--- config.mk ---
export PLATFORM = sky130hd
export DESIGN_NAME = if_fetch_stage
export DESIGN_NICKNAME = d
export VERILOG_FILES = /design/src/rtl/if_fetch_stage.sv
export SDC_FILE = /design/constraint.sdc
export NUM_CORES = 1
export LEC_CHECK = 0
export BUFFER_PORTS_ARGS = -buffer_cell sky130_fd_sc_hd__buf_2
export CORE_MARGIN = 2
export CORE_UTILIZATION = 54
export DETAILED_ROUTE_END_ITERATION = 10
export PLACE_DENSITY = 0.78
export SLEW_MARGIN = 10
export SYNTH_ARGS = -nofsm -noshare
export SYNTH_HDL_FRONTEND = slang
export SYNTH_SLANG_ARGS = --single-unit
--- constraint.sdc ---
create_clock -name clk -period 2.23 [get_ports clk]
set_clock_uncertainty 0.05 [all_clocks]
set_input_delay 0.223 -clock clk [delete_from_list [all_inputs] [get_ports clk]]
set_output_delay 0.223 -clock clk [all_outputs]
set_load 0.02 [all_outputs]
--- src/rtl/if_fetch_stage.sv ---
// Instruction-fetch stage: owns the PC and keeps at most one instruction-memory request outstanding.
// It fills the IF/ID register and absorbs hazard stalls and EX redirects.
module if_fetch_stage #(
  parameter int                   PC_W      = 9,
  parameter int                   INSTR_W   = 32,
  parameter logic [PC_W-1:0]      RESET_PC  = '0,
  parameter logic [INSTR_W-1:0]   NOP_INSTR = 32'h0000_0013
) (
  input  logic               clk,
  input  logic               rst_n,
  output logic               imem_req,
  output logic [PC_W-1:0]    imem_addr,
  input  logic               imem_rvalid,
  input  logic [INSTR_W-1:0] imem_rdata,
  input  logic               stall_i,
  input  logic               redirect_i,
  input  logic [PC_W-1:0]    redirect_pc_i,
  output logic               ifid_valid_o,
  output logic [PC_W-1:0]    ifid_pc_o,
  output logic [INSTR_W-1:0] ifid_instr_o,
  output logic [1:0]         dbg_state
);

  // Handshake: imem_req is a single-cycle offer that memory always accepts in the
  // cycle it is high; imem_rvalid answers the one outstanding request, one or more
  // cycles later, and is consumed in the cycle it is high.

  localparam logic [1:0] ST_IDLE = 2'd0;
  localparam logic [1:0] ST_WAIT = 2'd1;
  localparam logic [1:0] ST_DROP = 2'd2;

  localparam logic [PC_W-1:0] PC_STEP    = PC_W'(4);
  localparam logic [PC_W-1:0] ALIGN_MASK = ~PC_W'(3);

  logic [1:0]         state_q, state_d;
  logic [PC_W-1:0]    pc_q, pc_d;
  logic [PC_W-1:0]    req_pc_q, req_pc_d;
  logic               hold_valid_q, hold_valid_d;
  logic [PC_W-1:0]    hold_pc_q, hold_pc_d;
  logic [INSTR_W-1:0] hold_instr_q, hold_instr_d;
  logic               ifid_valid_q, ifid_valid_d;
  logic [PC_W-1:0]    ifid_pc_q, ifid_pc_d;
  logic [INSTR_W-1:0] ifid_instr_q, ifid_instr_d;
  logic               resp_live;

  // A response only counts when it belongs to a request we still care about.
  assign resp_live = (state_q == ST_WAIT) && imem_rvalid;

  always_comb begin
    state_d      = state_q;
    pc_d         = pc_q;
    req_pc_d     = req_pc_q;
    hold_valid_d = hold_valid_q;
    hold_pc_d    = hold_pc_q;
    hold_instr_d = hold_instr_q;
    ifid_valid_d = ifid_valid_q;
    ifid_pc_d    = ifid_pc_q;
    ifid_instr_d = ifid_instr_q;
    imem_req     = 1'b0;

    if (redirect_i) begin
      pc_d         = redirect_pc_i & ALIGN_MASK;
      ifid_valid_d = 1'b0;
      ifid_instr_d = NOP_INSTR;
      hold_valid_d = 1'b0;
      if (state_q == ST_WAIT) begin
        state_d = imem_rvalid ? ST_IDLE : ST_DROP;
      end
    end else begin
      if ((state_q == ST_DROP) && imem_rvalid) begin
        state_d = ST_IDLE;
      end

      if (!stall_i) begin
        if (hold_valid_q) begin
          ifid_valid_d = 1'b1;
          ifid_pc_d    = hold_pc_q;
          ifid_instr_d = hold_instr_q;
          hold_valid_d = 1'b0;
        end else if (resp_live) begin
          ifid_valid_d = 1'b1;
          ifid_pc_d    = req_pc_q;
          ifid_instr_d = imem_rdata;
        end else begin
          ifid_valid_d = 1'b0;
          ifid_instr_d = NOP_INSTR;
        end
      end

      // Park the response when IF/ID cannot take it this cycle.
      if (resp_live && (stall_i || hold_valid_q)) begin
        hold_valid_d = 1'b1;
        hold_pc_d    = req_pc_q;
        hold_instr_d = imem_rdata;
      end

      if (resp_live) begin
        state_d = ST_IDLE;
      end

      // A full hold buffer at end of cycle blocks new fetches until it drains.
      imem_req = rst_n && !hold_valid_d && ((state_q == ST_IDLE) || resp_live);

      if (imem_req) begin
        req_pc_d = pc_q;
        pc_d     = pc_q + PC_STEP;
        state_d  = ST_WAIT;
      end
    end
  end

  always_ff @(posedge clk or negedge rst_n) begin
    if (!rst_n) begin
      state_q      <= ST_IDLE;
      pc_q         <= RESET_PC;
      req_pc_q     <= RESET_PC;
      hold_valid_q <= 1'b0;
      hold_pc_q    <= '0;
      hold_instr_q <= NOP_INSTR;
      ifid_valid_q <= 1'b0;
      ifid_pc_q    <= '0;
      ifid_instr_q <= NOP_INSTR;
    end else begin
      state_q      <= state_d;
      pc_q         <= pc_d;
      req_pc_q     <= req_pc_d;
      hold_valid_q <= hold_valid_d;
      hold_pc_q    <= hold_pc_d;
      hold_instr_q <= hold_instr_d;
      ifid_valid_q <= ifid_valid_d;
      ifid_pc_q    <= ifid_pc_d;
      ifid_instr_q <= ifid_instr_d;
    end
  end

  assign imem_addr    = pc_q;
  assign ifid_valid_o = ifid_valid_q;
  assign ifid_pc_o    = ifid_pc_q;
  assign ifid_instr_o = ifid_instr_q;
  assign dbg_state    = state_q;

endmodule

==> results.yml <==
critical_path:
  arrival_ns: 1.86
  critical_path_class: "flop to output port"
  cp_max_fo: 17
  cpMaxStageDelayCell: "dfrtp_4"
  worstSetupStartpointType: "flop"
  crit_chain: "nor3b_4 > o21ai_2 > nand2b_4 > inv_1 > buf_2"
  reg2reg_to: "req_pc_q[2]"
  crit_path_max_incr_delay_ns: 0.59
  path_delay_family: "flip-flops"
  required_ns: 1.96
  rr_worst_depth: 4
  reg2reg_from: "hold_valid_q"
  path_buf_inv: 2
  startpoint: "hold_valid_q"
  end_kind: "output port"
  r2r_slack_ns: 0.47
  crit_path_end: "imem_req"
  cp_num_cells: 5
route:
  dr.pass1.iters: 4
  vias_per_cell: 5.56
  vias: 3027
  wl_microns: 9020
  drt_iter0_drc: 187
  postRouteAntennaNets: 0
  wire_per_inst_microns: 16.6
  drc: 0
timing:
  hold_viol: 0
  tns_ns: 0
  setup_viol: 0
  relSlewSlack: 0.561
  period_share: 0.955
  tightestPinTransition_ns: 0.659
  drv_slew: 0
  rsz0062_at_grt: "no"
  layout_min_cycle_time_ns: 2.13
  whs_ns: 0.0198
  max_freq_mhz: 470
floorplan:
  core_sq_mm: 0.00769
  start_util: 0.555
  fp.dieArea_sq_mm: 0.00863
  fp-row-count: 32
  die_x_microns: 92.9
  ios: 100
  die_h_microns: 92.9
final_layout:
  drive_gt1_frac: 0.396
  syn_to_final_growth_pct: 18.9
  fillers: 616
  utilization: 0.660
  diodes: 0
  fin_nets: 484
power_and_ir_drop:
  ir_drop_uv: 447
  p_leak_nw: 2.41
  power_density_mw_per_mm2: 1050
cts:
  cts_buffer_depth: 2
  cts_tree: "done"
  root_buffer: "clkbuf_8"
  cts_sinks: 96
  htree_num_levels: 3
  insertion_delay_ns: 0.36
  cts_inserted_buffers: 9
  clkTransAtPathRegs_ns: 0.09
hold_path:
  min_path_type: "primary input to flop"
grt:
  antenna_found_initial: 0
  grt_pass1_vias: 3031
  grt_max_degree: 59
  grt_pass1_wl_microns: 14700
  overflow: 0
  gr-usage-all-layers: 0.216
synthesis:
  synth_top_cell_by_area: "dfrtp_1"
  synth_top_area_frac: 0.528
  ys_types: 39
  syn-mean-instance-area_sq_um: 12.3
  synth-edff-count: 0
  ys_top_cells_by_count: "dfrtp_1 (90), mux2_2 (33), nor2b_1 (30)"
  ys_ff_latch: 96
  synth.most_common_cell: "dfrtp_1"
  netlist_instances: 348
  async_flop_share: 1.00
  synth_flop_cell: "dfrtp_1"
  ys_warn_count: 0
  syn_area_sq_mm: 0.00427
  ys_seq_area_frac: 0.565
  synthTopCellsByArea: "dfrtp_1 (53%), mux2_2 (8.7%), a221oi_1 (6.0%), nor2b_1 (4.4%), dfstp_2 (3.7%)"
place:
  place.gp.congestion: 0.762
  port_buffers: 93
  dp_hpwl_microns: 6050
run:
  drv_cap: 0
run_status:
  status: "complete, no violations"
[logic make-up after synthesis]
| kind of cell | after synthesis | synth area share |
|---|---|---|
| flip-flops | 96 | 0.565 |
| AND/OR/NAND/NOR | 95 | 0.124 |
| AO/OA/AOI/OAI | 61 | 0.107 |
| multiplexers | 57 | 0.154 |
| buffers and inverters | 35 | 0.0419 |
| XOR/XNOR | 2 | 0.00411 |
| adder cells (fa/ha/maj) | 1 | 0.00293 |
| other | 1 | 0.000879 |
[per-stage QoR]
stage	setup slack (ns)	total power [W]	instances	cell area (sq um)
2_1_floorplan	0.471	0.00355	351	4280
3_3_place_gp	0.349	0.00390	527	4800
6_report	0.100	0.00534	544	5070
3_5_place_dp	0.228	0.00399	527	4800
5_1_grt	0.0134	0.00564	544	5070
4_1_cts	0.0944	0.00538	544	5070
[routing by layer]
layer | wire, microns | track usage | vias to the layer above
met2 | 4260 | 0.334 | 82
li1 | - | - | 1425
met5 | 0 | 0 | -
met1 | 4160 | 0.307 | 1507
met4 | 142 | 0.0833 | 0
met3 | 449 | 0.0382 | 13
[cell type report]
class	instances	area [sq um]	area share
inverter	5	18.8	0.00370
tap	102	128	0.0252
timing repair buffer	105	561	0.110
multi-input combinational	220	1700	0.335
clock buffer	10	138	0.0271
sequential	96	2410	0.476
clock inverter	6	115	0.0227
[what timing repair did]
action,4_1_cts,5_1_grt
resized for setup,0,2
endpoints found under the setup margin,0,1
setup buffers,0,0
hold endpoints to repair,48,0
hold buffers,1,0
[cell usage in the layout (no fill, tap or decap), types with 2 or more instances in the layout]
master	n
a21oi_1	2
a221oi_1	29
a31oi_1	3
buf_2	92
buf_4	12
bufinv_16	3
clkbuf_8	10
conb_1	4
dfrtp_1	89
dfstp_2	6
inv_1	5
mux2_1	9
mux2_2	33
mux2_4	7
mux2i_1	8
nand2_1	16
nand3_1	2
nor2_1	6
nor2b_1	30
nor3_1	29
o211ai_1	3
o21ai_0	16
o21ai_2	2
o22a_1	3
or3_1	3
xor2_1	2
[sequential cells by signal, summed over array words and instances, names as in the netlist]
name and count:
dbg_state 2, hold_instr_q 32, hold_pc_q 7, hold_valid_q 1, ifid_instr_o 32, ifid_pc_o 7
ifid_valid_o 1, imem_addr 7, req_pc_q 7
[report_power, final]
| group | internal (W) | switching [W] |
|---|---|---|
| clock network | 0.000781 | 0.000608 |
| registers | 0.00230 | 0.000337 |
| logic | 0.000658 | 0.000650 |
[how the worst min path moves through the flow]
stage | from | endpoint | slack [ns] | depth (start not counted)
final | redirect_pc_i[2] | imem_addr[2] | 0.02 | 3
after global placement | rst_n | ifid_valid_o | 0.36 | 2
after floorplan | rst_n | dbg_state[0] | -0.12 | 0
after detailed placement | rst_n | ifid_instr_o[8] | 0.37 | 2
after global routing | redirect_pc_i[2] | imem_addr[2] | 0.03 | 3
after CTS | redirect_pc_i[2] | imem_addr[2] | 0.02 | 3
[worst min-delay path: cells and delay by family]
kind	cells	cell delay, ns
AO/OA/AOI/OAI	1	0.05
buffers and inverters	1	0.07
AND/OR/NAND/NOR	1	0.04
No activity file was read; power rests on OpenSTA's default activity.
